### src/rtl/wb_lcd_ctrl_pkg.sv
// Shared definitions for the Wishbone HD44780 controller: register map, STATUS bits, FSM states.
package lcd_pkg;

  localparam logic [1:0] REG_CMD    = 2'd0;
  localparam logic [1:0] REG_DATA   = 2'd1;
  localparam logic [1:0] REG_STATUS = 2'd2;

  localparam int unsigned ST_BUSY   = 0;
  localparam int unsigned ST_FULL   = 1;
  localparam int unsigned ST_EMPTY  = 2;
  localparam int unsigned ST_OVF    = 3;
  localparam int unsigned ST_BFTO   = 4;
  localparam int unsigned ST_BF_LSB = 8;

  localparam int unsigned ENTRY_W = 9;
  localparam int unsigned RS_BIT  = 8;

  typedef enum logic [2:0] {
    StIdle,
    StBfAs,
    StBfE,
    StBfRec,
    StWrAs,
    StWrE,
    StWrRec
  } lcd_state_e;

endpackage

### src/rtl/wb_lcd_ctrl_if.sv
// Wishbone slave bus bundle for wb_lcd_ctrl; signal names follow the slave's point of view.
interface wb_lcd_ctrl_if;
  logic [31:0] wb_adr_i;
  logic [31:0] wb_dat_i;
  logic [31:0] wb_dat_o;
  logic [3:0]  wb_sel_i;
  logic        wb_stb_i;
  logic        wb_cyc_i;
  logic        wb_we_i;
  logic        wb_ack_o;

  modport slave (
    input  wb_adr_i, wb_dat_i, wb_sel_i, wb_stb_i, wb_cyc_i, wb_we_i,
    output wb_dat_o, wb_ack_o
  );

  modport master (
    output wb_adr_i, wb_dat_i, wb_sel_i, wb_stb_i, wb_cyc_i, wb_we_i,
    input  wb_dat_o, wb_ack_o
  );
endinterface

### src/rtl/wb_lcd_ctrl_fifo.sv
// Synchronous FIFO of {rs, byte} entries; simultaneous push and pop leave the count unchanged.
module lcd_fifo
  import lcd_pkg::*;
#(
  parameter int unsigned AW = 2
) (
  input  logic               clk_i,
  input  logic               rst_ni,
  input  logic               push_i,
  input  logic [ENTRY_W-1:0] wdata_i,
  input  logic               pop_i,
  output logic [ENTRY_W-1:0] rdata_o,
  output logic               full_o,
  output logic               empty_o,
  output logic [AW:0]        count_o
);

  localparam int unsigned Depth = 1 << AW;

  logic [ENTRY_W-1:0] mem_q [Depth];
  logic [AW-1:0]      wptr_q, rptr_q;
  logic [AW:0]        cnt_q, cnt_d;
  logic               do_push, do_pop;

  assign full_o  = (cnt_q == Depth[AW:0]);
  assign empty_o = (cnt_q == '0);
  assign count_o = cnt_q;
  assign rdata_o = mem_q[rptr_q];
  assign do_push = push_i && !full_o;
  assign do_pop  = pop_i && !empty_o;

  always_comb begin
    cnt_d = cnt_q;
    if (do_push && !do_pop) begin
      cnt_d = cnt_q + (AW+1)'(1);
    end else if (!do_push && do_pop) begin
      cnt_d = cnt_q - (AW+1)'(1);
    end
  end

  always_ff @(posedge clk_i or negedge rst_ni) begin
    if (!rst_ni) begin
      for (int i = 0; i < Depth; i++) mem_q[i] <= '0;
      wptr_q <= '0;
      rptr_q <= '0;
      cnt_q  <= '0;
    end else begin
      if (do_push) begin
        mem_q[wptr_q] <= wdata_i;
        wptr_q        <= wptr_q + AW'(1);
      end
      if (do_pop) rptr_q <= rptr_q + AW'(1);
      cnt_q <= cnt_d;
    end
  end

endmodule

### src/rtl/wb_lcd_ctrl.sv
// Wishbone-fed HD44780 8-bit bus driver: polls the busy flag before every queued write.
// Optional busy-poll timeout is enabled by defining LCD_BF_TIMEOUT_EN.
module wb_lcd_ctrl
  import lcd_pkg::*;
#(
  parameter int unsigned FIFO_AW    = 2,
  parameter int unsigned T_AS       = 6,
  parameter int unsigned T_PW       = 45,
  parameter int unsigned T_REC      = 60,
  parameter int unsigned BF_TIMEOUT = 1000
) (
  input  logic                clk,
  input  logic                reset,
  wb_lcd_ctrl_if.slave        wb,
  output logic                intr,
  output logic                lcd_e,
  output logic                lcd_rs,
  output logic                lcd_rw,
  output logic [7:0]          lcd_data_o,
  input  logic [7:0]          lcd_data_i,
  output logic                lcd_data_oe
);

  localparam int unsigned CntW = 16;

  lcd_state_e         state_q, state_d;
  logic [CntW-1:0]    cnt_q, cnt_d;
  logic               ack_q, intr_q, ovf_q, bft_q;
  logic [31:0]        dat_q, dat_d, status_w;
  logic [7:0]         bf_q;
  logic               req, wr, rd, push, pop, bf_sample, bft_set;
  logic [1:0]         addr;
  logic [ENTRY_W-1:0] head;
  logic               fifo_full, fifo_empty;
  logic [FIFO_AW:0]   unused_count;
  logic               unused_bits;

  assign unused_bits = ^{wb.wb_sel_i, wb.wb_adr_i[31:4], wb.wb_adr_i[1:0], wb.wb_dat_i[31:8]};

  // ack_q in the request term keeps a held strobe from getting back-to-back acks.
  assign req  = wb.wb_stb_i && wb.wb_cyc_i && !ack_q;
  assign wr   = req && wb.wb_we_i;
  assign rd   = req && !wb.wb_we_i;
  assign addr = wb.wb_adr_i[3:2];
  assign push = wr && (addr == REG_CMD || addr == REG_DATA);

  assign wb.wb_ack_o = ack_q;
  assign wb.wb_dat_o = dat_q;
  assign intr        = intr_q;

  lcd_fifo #(
    .AW(FIFO_AW)
  ) u_fifo (
    .clk_i  (clk),
    .rst_ni (reset),
    .push_i (push),
    .wdata_i({addr == REG_DATA, wb.wb_dat_i[7:0]}),
    .pop_i  (pop),
    .rdata_o(head),
    .full_o (fifo_full),
    .empty_o(fifo_empty),
    .count_o(unused_count)
  );

  always_comb begin
    status_w                   = '0;
    status_w[ST_BUSY]          = (state_q != StIdle);
    status_w[ST_FULL]          = fifo_full;
    status_w[ST_EMPTY]         = fifo_empty;
    status_w[ST_OVF]           = ovf_q;
    status_w[ST_BFTO]          = bft_q;
    status_w[ST_BF_LSB +: 8]   = bf_q;
    dat_d = (rd && addr == REG_STATUS) ? status_w : '0;
  end

`ifdef LCD_BF_TIMEOUT_EN
  logic [CntW-1:0] polls_q, polls_d;

  always_ff @(posedge clk or negedge reset) begin
    if (!reset) polls_q <= '0;
    else        polls_q <= polls_d;
  end
`endif

  always_comb begin
    state_d   = state_q;
    cnt_d     = (cnt_q != '0) ? cnt_q - CntW'(1) : '0;
    pop       = 1'b0;
    bf_sample = 1'b0;
    bft_set   = 1'b0;
`ifdef LCD_BF_TIMEOUT_EN
    polls_d   = polls_q;
`endif
    case (state_q)
      StIdle: begin
        if (!fifo_empty) begin
          state_d = StBfAs;
          cnt_d   = CntW'(T_AS - 1);
`ifdef LCD_BF_TIMEOUT_EN
          polls_d = '0;
`endif
        end
      end
      StBfAs: if (cnt_q == '0) begin
        state_d = StBfE;
        cnt_d   = CntW'(T_PW - 1);
      end
      StBfE: if (cnt_q == '0) begin
        bf_sample = 1'b1;
        state_d   = StBfRec;
        cnt_d     = CntW'(T_REC - 1);
      end
      StBfRec: if (cnt_q == '0) begin
        cnt_d   = CntW'(T_AS - 1);
        state_d = StWrAs;
        if (bf_q[7]) begin
`ifdef LCD_BF_TIMEOUT_EN
          if (polls_q >= CntW'(BF_TIMEOUT - 1)) begin
            bft_set = 1'b1;
          end else begin
            polls_d = polls_q + CntW'(1);
            state_d = StBfAs;
          end
`else
          state_d = StBfAs;
`endif
        end
      end
      StWrAs: if (cnt_q == '0) begin
        state_d = StWrE;
        cnt_d   = CntW'(T_PW - 1);
      end
      StWrE: if (cnt_q == '0) begin
        state_d = StWrRec;
        cnt_d   = CntW'(T_REC - 1);
      end
      StWrRec: if (cnt_q == '0) begin
        pop     = 1'b1;
        state_d = StIdle;
      end
      default: state_d = StIdle;
    endcase
  end

  // Bus pins decode straight from the state so an async reset drops E and OE at once.
  always_comb begin
    lcd_e       = 1'b0;
    lcd_rs      = 1'b0;
    lcd_rw      = 1'b0;
    lcd_data_o  = '0;
    lcd_data_oe = 1'b0;
    case (state_q)
      StBfAs, StBfRec: lcd_rw = 1'b1;
      StBfE: begin
        lcd_rw = 1'b1;
        lcd_e  = 1'b1;
      end
      StWrAs, StWrE, StWrRec: begin
        lcd_rs      = head[RS_BIT];
        lcd_data_o  = head[7:0];
        lcd_data_oe = 1'b1;
        lcd_e       = (state_q == StWrE);
      end
      default: ;
    endcase
  end

  always_ff @(posedge clk or negedge reset) begin
    if (!reset) begin
      state_q <= StIdle;
      cnt_q   <= '0;
      ack_q   <= 1'b0;
      dat_q   <= '0;
      intr_q  <= 1'b0;
      ovf_q   <= 1'b0;
      bft_q   <= 1'b0;
      bf_q    <= '0;
    end else begin
      state_q <= state_d;
      cnt_q   <= cnt_d;
      ack_q   <= req;
      dat_q   <= dat_d;
      intr_q  <= (state_q == StIdle) && fifo_empty;
      if (bf_sample) bf_q <= lcd_data_i;
      if (wr && addr == REG_STATUS) begin
        ovf_q <= (ovf_q && !wb.wb_dat_i[ST_OVF]) || (push && fifo_full);
        bft_q <= (bft_q && !wb.wb_dat_i[ST_BFTO]) || bft_set;
      end else begin
        ovf_q <= ovf_q || (push && fifo_full);
        bft_q <= bft_q || bft_set;
      end
    end
  end

endmodule

### src/flat_wrapper.sv
// flat-port wrapper written by rule: the top's interface ports become plain ports
module wb_lcd_ctrl_flat import lcd_pkg::*;
#(
  parameter int unsigned FIFO_AW    = 2,
  parameter int unsigned T_AS       = 6,
  parameter int unsigned T_PW       = 45,
  parameter int unsigned T_REC      = 60,
  parameter int unsigned BF_TIMEOUT = 1000
)
  (clk, reset, intr, lcd_e, lcd_rs, lcd_rw, lcd_data_o, lcd_data_i, lcd_data_oe, wb_wb_adr_i, wb_wb_dat_i, wb_wb_sel_i, wb_wb_stb_i, wb_wb_cyc_i, wb_wb_we_i, wb_wb_dat_o, wb_wb_ack_o);
  wb_lcd_ctrl_if wb_i ();
  input  logic clk;
  input  logic reset;
  output logic intr;
  output logic lcd_e;
  output logic lcd_rs;
  output logic lcd_rw;
  output logic [7:0] lcd_data_o;
  input  logic [7:0] lcd_data_i;
  output logic lcd_data_oe;
  input wire logic [$bits(wb_i.wb_adr_i)-1:0] wb_wb_adr_i;
  input wire logic [$bits(wb_i.wb_dat_i)-1:0] wb_wb_dat_i;
  input wire logic [$bits(wb_i.wb_sel_i)-1:0] wb_wb_sel_i;
  input wire logic [$bits(wb_i.wb_stb_i)-1:0] wb_wb_stb_i;
  input wire logic [$bits(wb_i.wb_cyc_i)-1:0] wb_wb_cyc_i;
  input wire logic [$bits(wb_i.wb_we_i)-1:0] wb_wb_we_i;
  output wire logic [$bits(wb_i.wb_dat_o)-1:0] wb_wb_dat_o;
  output wire logic [$bits(wb_i.wb_ack_o)-1:0] wb_wb_ack_o;
  assign wb_i.wb_adr_i = wb_wb_adr_i;
  assign wb_i.wb_dat_i = wb_wb_dat_i;
  assign wb_i.wb_sel_i = wb_wb_sel_i;
  assign wb_i.wb_stb_i = wb_wb_stb_i;
  assign wb_i.wb_cyc_i = wb_wb_cyc_i;
  assign wb_i.wb_we_i = wb_wb_we_i;
  assign wb_wb_dat_o = wb_i.wb_dat_o;
  assign wb_wb_ack_o = wb_i.wb_ack_o;
  wb_lcd_ctrl #(.FIFO_AW(FIFO_AW), .T_AS(T_AS), .T_PW(T_PW), .T_REC(T_REC), .BF_TIMEOUT(BF_TIMEOUT)) u_core (.clk(clk), .reset(reset), .wb(wb_i), .intr(intr), .lcd_e(lcd_e), .lcd_rs(lcd_rs), .lcd_rw(lcd_rw), .lcd_data_o(lcd_data_o), .lcd_data_i(lcd_data_i), .lcd_data_oe(lcd_data_oe));
endmodule
### config.mk
export PLATFORM = sky130hd
export DESIGN_NAME = wb_lcd_ctrl_flat
export DESIGN_NICKNAME = d
export VERILOG_FILES = /design/src/rtl/wb_lcd_ctrl_pkg.sv /design/src/rtl/wb_lcd_ctrl_if.sv /design/src/rtl/wb_lcd_ctrl_fifo.sv /design/src/rtl/wb_lcd_ctrl.sv /design/src/flat_wrapper.sv
export SDC_FILE = /design/constraint.sdc
export NUM_CORES = 1
export LEC_CHECK = 0
export CORE_MARGIN = 3
export CORE_UTILIZATION = 47
export DETAILED_ROUTE_END_ITERATION = 16
export PLACE_DENSITY = 0.92
export SLEW_MARGIN = 20
export SYNTH_ARGS = -nofsm -noshare
export SYNTH_HDL_FRONTEND = slang
export SYNTH_SLANG_ARGS = --single-unit
### constraint.sdc
create_clock -name clk -period 2.9 [get_ports clk]
set_clock_uncertainty 0.1 [all_clocks]
set_input_delay 0.87 -clock clk [delete_from_list [all_inputs] [get_ports clk]]
set_output_delay 0.87 -clock clk [all_outputs]
set_load 0.005 [all_outputs]
### Word level (Yosys, flattened, before mapping)

Index checks and enable logic that the tools add are counted.

* add/subtract/negate cells: 5
* magnitude comparators: 3
* eq/ne operators: 16
* mux-type cells: 33
* bitwise gates (word level): 2
* reductions and logical operators: 39

Operators by type and width (number)
* $mux W16: 6
* $pmux W16 S4: 1
* $bwmux W36: 1
* $mux W3: 10
* $mux W9: 3
* $pmux W3 S7: 1
* $bmux W9 S2: 1
* $demux W9 S2: 1
* $logic_and A1 B1 Y1: 16
* $logic_not A16 Y1: 1
* $reduce_bool A16 Y1: 1
* $sub A16 B1 Y16 const B: 1
* $eq A3 B3 Y1 const B: 4
* $ne A2 B1 Y1 const B: 6
* $logic_not A1 Y1: 8
* $mux W8: 1
* $mux W1: 7
* $reduce_and A7 Y1: 1
* $eq A3 B2 Y1 const B: 2
* $ge A3 B3 Y1 const B: 2
* $logic_not A3 Y1: 2
* $not A2 Y3: 2
* $reduce_or A3 Y1: 2
* $add A2 B1 Y2 const B: 2
* other kinds (13): 16

* register bits after elaboration: 106
* input port bits: 81
* output and inout bits: 46
* logic and storage cells: 113

### Depth between registers and ports, before layout

Gate-level depths: netlist (run 1).

* depth after elaboration: 9
* depth in mapped cells: 12
* gate-level depth less buffers: 11

### Modules after synthesis

From an unflattened synthesis (run 1), not the netlist that was laid out.

* cell total of the unflattened synthesis: 334
* area, all modules: 4205.3 µm²

By module, submodules not included
* wb_lcd_ctrl: times used 1, cells an instance 213, area each 2255.9 µm², seq. area each 1101.1 µm²
* lcd_fifo: times used 1, cells an instance 121, area each 1949.4 µm², seq. area each 1076.0 µm²

### Least setup slack after synthesis (run 1)

Ideal clock, no wire load.

* kind: input to register
* start point: input wb_wb_cyc_i
* end point: register u_core.u_fifo.cnt_q[2], in the netlist u_core.u_fifo.count_o[2]
* arrival: 2612 ps
* data required time: 2721 ps
* slack: 109 ps
* stages on the path: 8
* path buffers: 0
* cells stage by stage: nand3b_1 -> nor4b_4 -> ha_1 -> inv_1 -> fa_1 -> xor2_1 -> nor2_1 -> xor2_1

* longest elaborated chain between the ends: 8
* elaborated cells on any way between the ends: 10

RTL lines
* start: declaration: line flat_wrapper.sv:25 `input wire logic [$bits(wb_i.wb_cyc_i)-1:0] wb_wb_cyc_i;`
* $logic_and A1 B1 Y1 (*) (2 in series): line wb_lcd_ctrl.sv:41 `assign req = wb.wb_stb_i && wb.wb_cyc_i && !ack_q;`
* $logic_and A1 B1 Y1 (*): line wb_lcd_ctrl.sv:42 `assign wr = req && wb.wb_we_i;`
* $logic_and A1 B1 Y1 (*): line wb_lcd_ctrl.sv:45 `assign push = wr && (addr == REG_CMD || addr == REG_DATA);`
* $logic_and A1 B1 Y1 (*): line wb_lcd_ctrl_fifo.sv:29 `assign do_push = push_i && !full_o;`
* via u_core.u_fifo.do_push: line wb_lcd_ctrl_fifo.sv:23 `logic do_push, do_pop;`
* $logic_not A1 Y1: line wb_lcd_ctrl_fifo.sv:36 `end else if (!do_push && do_pop) begin`
* $logic_and A1 B1 Y1: line wb_lcd_ctrl_fifo.sv:36
* $reduce_bool A2 Y1 (no line)
* end signal: assignment: line wb_lcd_ctrl_fifo.sv:53 `cnt_q <= cnt_d;`
* end: declaration: line wb_lcd_ctrl_fifo.sv:22 `logic [AW:0] cnt_q, cnt_d;`

The timed path passes the listed nets; every way through them passes the cells marked *.
A chain may end at the register's enable or synchronous reset.

### Worst setup path in the final report (run 1)

* start point: register u_core.u_fifo.rptr_q[0]
* end point: output lcd_data_o[7]

* longest elaborated chain between the ends: 5

RTL lines
* start: declaration: line wb_lcd_ctrl_fifo.sv:21 `logic [AW-1:0] wptr_q, rptr_q;`
* start signal: assignment: line wb_lcd_ctrl_fifo.sv:52 `if (do_pop) rptr_q <= rptr_q + AW'(1);`
* $not A2 Y3 (not written as such): line wb_lcd_ctrl_fifo.sv:28 `assign rdata_o = mem_q[rptr_q];`
* $bmux W9 S2: line wb_lcd_ctrl_fifo.sv:28
* $mux W9 (not written as such) (2 in series): line wb_lcd_ctrl_fifo.sv:28
* $mux W8: line wb_lcd_ctrl.sv:152 `case (state_q)`
* end: declaration: line flat_wrapper.sv:18 `output logic [7:0] lcd_data_o;`

No other way between the ends. The select of a mux whose other input is x is not followed.

==> out/results.tsv, run 1 <==
stage	metric	value	unit
cts	cts_max_path_buffers	2	
sta	fin_tns_setup	0	ns
routing	viasPerCell	5.52	
layout	fill_cells	617	
placement	hpwl	6060	um
global_routing	grt_max_degree	47	
synthesis	synth_warnings	0	
synthesis	synth_top_area_cell	dfrtp_1	
synthesis	synth_seq_cells	87	
routing	via_count	2843	
worst_setup_path	ff2ff_path_depth	9	
synthesis	synth_top_area_share	52.2	%
layout	area_growth	22.1	%
cts	cts_tree	built	
worst_setup_path	rr_endpoint	u_core.u_fifo.count_o[1]	
hold_path	min_path_type	register to register	
cts	clkTransAtPathRegs	0.09	ns
worst_setup_path	path_delay_family	multiplexers	
worst_setup_path	path_max_fanout	4	
run_status	status	complete, no violations	
cts	cts_hold_buf	0	
layout	num_antenna_cells	0	
worst_setup_path	end_kind	output pin	
hold_path	whs_endpoint	u_core.wb.wb_dat_o[11]	
routing	firstDrtPassIters	4	
worst_setup_path	path_cells	buf_6 > buf_6 > mux4_2 > and3_4 > clkdlybuf4s15_1	
synthesis	synthTopCellsByArea	dfrtp_1 52%, mux2_2 11%, mux4_2 4.9%	
worst_setup_path	rr_startpoint	u_core.cnt_q[0]	
placement	dpl_cell_area	0.00480	mm^2
floorplan	design.portCount	127	
power_and_ir_drop	max-vdd-ir-drop	0.418	mV
layout	fin_nets	493	
cts	h-tree-depth	3	
hold_path	whs_path_depth	1	
global_routing	grt-ovfl-total	0	
placement	io_buffers	49	
layout	final_util	60.5	%
synthesis	ys_async_sr_fraction	100	%
global_routing	track_usage	18.8	%
placement	pre_cts_ws	-0.144	ns
worst_setup_path	worst-path-buf-inv	3	
worst_setup_path	crit_top_cell	buf_6	
power_and_ir_drop	leakagePower	2.32	nW
sta	finalSetupViolations	0	
routing	drt_iter0_drc	177	
worst_setup_path	arrival	1.87	ns
synthesis	ys_types	49	
synthesis	syn_inst	334	
worst_setup_path	crit_path_top_delay_cell	mux4_2	
worst_setup_path	reg2reg_slack	0.23	ns
placement	gp_congestion	0.854	
routing	ant_nets	0	
floorplan	die_w	100	um
routing	routed_wl	8770	um
sta	timing.final.ws_setup	0.0637	ns
floorplan	num_rows	33	
layout	drive_above_1_share	28.3	%
synthesis	synth_edf_count	0	
global_routing	grt_pass1_wl	14800	um
hold_path	min-delay-start	u_core.bf_q[3]	
sta	fin_crit	2.84	ns
worst_setup_path	start_kind	register	
cts	cts_sinks	87	
synthesis	netlist_area	0.00417	mm^2
sta	period_share	97.8	%
sta	rsz0062_at_grt	no	
worst_setup_path	critical_path_class	register to output pin	
sta	max_freq	0.353	GHz
worst_setup_path	cp.required	1.93	ns
synthesis	synth_ff_type	dfrtp_1	
cts	cts_buffers	9	
synthesis	seq_area_frac_synth	52.2	%
sta	slew_violations	0	
cts	clk_latency	0.36	ns
floorplan	initial_utilization	49.5	%
global_routing	first_global_vias	2952	
sta	timing.slew.headroom	55.7	%
routing	wl_per_cell	17.0	um
routing	drc	0	
cts	cts-root-buf	clkbuf_8	
floorplan	die_area	0.0100	mm^2
worst_setup_path	worstSetupStartpoint	u_core.u_fifo.rptr_q[0]	
power_and_ir_drop	power_density	811	mW/mm^2
floorplan	die_h	100	um
global_routing	grt_antenna_before_repair	0	
sta	hold_viol	0	
sta	worst_slew_pin_slew	0.659	ns
worst_setup_path	cp.depth	5	
sta	hold_slack	0.382	ns
floorplan	coreArea	0.00842	mm^2
run	max-cap-violations	0	
layout	design_area	0.00509	mm^2
worst_setup_path	max_stage_delay	0.50	ns
synthesis	syn_area_per_cell	12.5	um^2
how the worst max path moves through the flow:
stage / to
6_report: lcd_data_o[7]
5_1_grt: lcd_data_o[7]
4_1_cts: lcd_data_o[0]
3_5_place_dp: u_core.u_fifo.count_o[2]
3_3_place_gp: u_core.u_fifo.count_o[2]
2_1_floorplan: u_core.u_fifo.count_o[2]
Yosys cell counts, drive strengths merged (2+ instances only):
library cell   n
a21oi          6
a221oi         3
a31oi          3
and2          13
and3          11
and4           2
buf           22
clkbuf         9
dfrtp         87
ha             6
inv           10
mux2          45
mux4           9
nand2         13
nand3          6
nand3b         2
nand4          6
nor2          13
nor2b          5
nor3          10
nor3b          4
nor4b          2
o21ai          7
o221ai         4
o31ai          3
or2            2
or3            5
or4            2
xnor2          5
xor2          10
through the flow:
stage,total power [mW],cells
floorplan,2.81,352
global placement,3.06,492
detailed placement,3.17,492
CTS,4.12,515
global route,4.38,515
finish,4.13,515
final cells by class:
class	instances	area (um^2)	area share [%]
sequential	87	2180	42.8
multi-input combinational	224	1860	36.5
timing repair buffer	73	667	13.1
tap	105	131	2.58
clock buffer	10	128	2.51
clock inverter	6	92.6	1.82
inverter	10	37.5	0.737
layer usage:
metal | GRT usage, % | wire length [um] | vias to the layer above
met5 | 0 | 0 | -
met4 | 8.19 | 166 | 0
met3 | 2.85 | 346 | 11
met2 | 32.1 | 4670 | 86
met1 | 23.9 | 3580 | 1444
li1 | - | - | 1302
worst register-to-register path: cells and delay by family (launching register included):
| kind | cells | cell delay, ns |
|---|---|---|
| buf+inv | 2 | 0.16 |
| mux | 1 | 0.27 |
| simple gates | 3 | 0.74 |
| fa+ha+maj | 3 | 0.87 |
| flops | 1 | 0.43 |
cell families after synthesis:
group / synth area share (%)
AND/OR/NAND/NOR: 14.1
flip-flops: 52.2
multiplexers: 17.0
buffers and inverters: 5.55
AO/OA/AOI/OAI: 5.61
XOR/XNOR: 3.15
adder cells (fa/ha/maj): 2.28
other: 0.0899
cell usage in the layout (no fill, tap or decap), types with 4 or more instances in the layout:
cell type / n
o21ai_0: 6
ha_1: 6
buf_6: 4
nor2b_1: 5
clkbuf_2: 5
mux4_2: 9
nor2_1: 12
a21oi_1: 6
nand2_1: 8
clkdlybuf4s50_1: 39
xnor2_1: 5
xor2_1: 10
buf_4: 20
nor3_1: 9
dfrtp_1: 85
inv_1: 10
and2_1: 13
o221ai_1: 4
conb_1: 19
and3_1: 7
nand3_1: 5
nand4_1: 6
nand2_2: 5
mux2_2: 42
or3_1: 5
clkbuf_8: 9
and3_4: 4
state kept, by name, indices dropped and copies added, names as in the netlist, 2 cells and up:
name	flops
u_core.state_q	3
u_core.u_fifo.count_o	3
u_core.cnt_q	16
u_core.u_fifo.mem_q	36
u_core.wb.wb_dat_o	13
u_core.u_fifo.wptr_q	2
u_core.u_fifo.rptr_q	2
u_core.bf_q	8
report_power, final:
| group | switching [mW] | leakage (nW) | total (mW) | internal, mW |
|---|---|---|---|---|
| sequential | 0.331 | 1.12 | 1.97 | 1.64 |
| combinational | 0.584 | 1.10 | 1.23 | 0.642 |
| clock | 0.438 | 0.104 | 0.929 | 0.491 |
timing repair:
item                                   4_1_cts  5_1_grt
endpoints found under the hold margin        0        0
setup endpoints to repair                   10       12
pin swaps                                    3        0
gates cloned                                 0        0
buffers inserted                             7        0
resized for setup                           20       12
No activity file was read; power rests on OpenSTA's default activity.
==> run 2, diff against run 1 <==
CELL_PAD_IN_SITES_DETAIL_PLACEMENT = 0   (was default)
CELL_PAD_IN_SITES_GLOBAL_PLACEMENT = 1   (was default)
CORE_UTILIZATION = 37   (was 47)
==> run 2 against run 1 <==
Final cell count rose by 6.6%. Utilization decreased by 12 points. Power up 6.8%. Register-to-register slack gained 0.11 ns. Hold slack improved by 0.0017 ns. Sequential cell count unchanged. Sequential share of layout area is 1.3 points lower. Critical path type unchanged. Die area grew 25%. Global-route usage decreased by 5.0 points. Clock-buffer cell count grew 3. Largest cell class unchanged.
==> out/results.tsv, run 2 (same netlist as run 1, synthesis figures left out) <==
stage	metric	value	unit	change
placement	dpl_cell_area	0.00485	mm^2	was 0.00480 mm^2
global_routing	grt_max_degree	47		unchanged
placement	io_buffers	49		unchanged
cts	cts_buffers	9		unchanged
cts	cts_max_path_buffers	2		unchanged
layout	area_growth	25.8	%	was 22.1%
global_routing	grt-ovfl-total	0		unchanged
layout	final_cell_mix	86 x dfrtp_1, 42 x mux2_2, 39 x clkdlybuf4s50_1		was 85 x dfrtp_1, 42 x mux2_2, 39 x clkdlybuf4s50_1
floorplan	die_h	112	um	was 100 um
cts	h-tree-depth	3		unchanged
sta	slew_violations	0		unchanged
sta	timing.slew.headroom	49.6	%	was 55.7%
routing	ant_nets	0		unchanged
placement	gp_congestion	0.801		was 0.854
routing	firstDrtPassIters	4		unchanged
routing	viasPerCell	5.10		was 5.52
run	max-cap-violations	0		unchanged
global_routing	first_global_vias	2981		was 2952
placement	hpwl	5800	um	was 6060 um
placement	pre_cts_ws	-0.167	ns	was -0.144 ns
sta	period_share	98.2	%	was 97.8%
sta	max_freq	0.351	GHz	was 0.353 GHz
layout	final_common_cell	dfrtp_1		unchanged
sta	fin_crit	2.85	ns	was 2.84 ns
routing	wl_per_cell	15.2	um	was 17.0 um
floorplan	coreArea	0.0109	mm^2	was 0.00842 mm^2
layout	drive_above_1_share	26.2	%	was 28.3%
sta	worst_slew_pin_slew	0.750	ns	was 0.659 ns
layout	design_area	0.00525	mm^2	was 0.00509 mm^2
placement	dp_cells	527		was 492
floorplan	design.portCount	127		unchanged
worst_setup_path	path_max_fanout	6		was 4
worst_setup_path	arrival	1.88	ns	was 1.87 ns
worst_setup_path	cp.required	1.93	ns	about the same
cts	cts_sinks	87		unchanged
routing	drc	0		unchanged
run_status	status	complete, no violations		unchanged
layout	fin_nets	492		was 493
worst_setup_path	start_kind	register		unchanged
routing	drt_iter0_drc	133		was 177
power_and_ir_drop	power_density	841	mW/mm^2	was 811 mW/mm^2
worst_setup_path	end_kind	output pin		unchanged
cts	cts-root-buf	clkbuf_16		was clkbuf_8
sta	timing.final.ws_setup	0.0520	ns	was 0.0637 ns
power_and_ir_drop	leakagePower	2.39	nW	was 2.32 nW
global_routing	track_usage	13.9	%	was 18.8%
cts	clkTransAtPathRegs	0.06	ns	was 0.09 ns
layout	num_antenna_cells	0		unchanged
cts	cts_tree	built		unchanged
cts	clk_latency	0.33	ns	was 0.36 ns
floorplan	initial_utilization	38.1	%	was 49.5%
routing	via_count	2801		was 2843
power_and_ir_drop	max-vdd-ir-drop	0.382	mV	was 0.418 mV
layout	finalNonFillerCells	549		was 515
global_routing	grt_pass1_wl	14000	um	was 14800 um
floorplan	die_area	0.0126	mm^2	was 0.0100 mm^2
sta	hold_viol	0		unchanged
routing	routed_wl	8340	um	was 8770 um
floorplan	num_rows	38		was 33
sta	hold_slack	0.383	ns	was 0.382 ns
sta	finalSetupViolations	0		unchanged
hold_path	min_path_type	register to register		unchanged
layout	largest_reg_flops	36		unchanged
floorplan	die_w	112	um	was 100 um
worst_setup_path	critical_path_class	register to output pin		unchanged
global_routing	grt_antenna_before_repair	0		unchanged
layout	regMostFlops	u_core.u_fifo.mem_q		unchanged
[run 2: cell types whose count changed in the layout (fill, tap and decap cells not counted), moves of 2 or more]
cell / delta
clkbuf_8: -7
dlygate4sd2_1: +5
clkbuf_16: +9
clkbuf_2: -5
inv_6: -2
clkinvlp_4: -2
[run 2: timing repair]
item,4_1_cts,5_1_grt
setup buffers,4,2
gates resized for setup,15,5
hold buffers,0,0
setup endpoints to repair,11,5
[run 2: metal layers]
layer  routed length [um]  track usage, %
met1                 3750            17.9
met2                 4120            22.6
met3                  270            1.78
met4                  202            7.69
met5                    0               0
[run 2: through the flow]
stage                     power, mW  utilization, %  TNS, ns
after global routing           4.69            48.0  -0.0126
after detailed placement       3.18            44.3   -0.285
after global placement         3.09            44.3   -0.179
final                          4.41            48.0        0
after floorplan                2.81               -        0
after CTS                      4.43            47.7  -0.0157
[run 2: power breakdown]
| part | leakage (nW) | internal, mW | switching (mW) | total, mW |
|---|---|---|---|---|
| Sequential | 1.12 | 1.65 | 0.300 | 1.95 |
| Clock | 0.160 | 0.800 | 0.438 | 1.24 |
| Combinational | 1.11 | 0.650 | 0.575 | 1.23 |
| Total | 2.39 | 3.10 | 1.31 | 4.41 |
[run 2: path summary, 6_finish.rpt]
check | from | endpoint | slack, ns | depth (start not counted)
min | u_core.bf_q[1] | u_core.wb.wb_dat_o[9] | 0.38 | 1
min in group asynchronous | reset | u_core.u_fifo.mem_q[24] | 0.44 | 1
max | u_core.u_fifo.rptr_q[0] | lcd_data_o[4] | 0.05 | 5
max in group asynchronous | reset | u_core.wb.wb_dat_o[9] | 1.63 | 2
max reg2reg | u_core.cnt_q[0] | u_core.u_fifo.count_o[1] | 0.34 | 9
min reg2reg | u_core.bf_q[1] | u_core.wb.wb_dat_o[9] | 0.38 | 1
[run 2: critical path, stage by stage, from the launching register on]
cell and delay (ns):
dfrtp_1 0.36, buf_6 0.14, buf_6 0.10, mux4_2 0.49, and3_4 0.20, dlygate4sd2_1 0.25
[run 2: layout make-up]
| class | count | area [um^2] |
|---|---|---|
| clock buffer | 13 | 260 |
| clock inverter | 3 | 65.1 |
| fill | 990 | 5690 |
| inverter | 10 | 37.5 |
| multi-input combinational | 224 | 1850 |
| sequential | 87 | 2180 |
| tap | 140 | 175 |
| timing repair buffer | 72 | 678 |
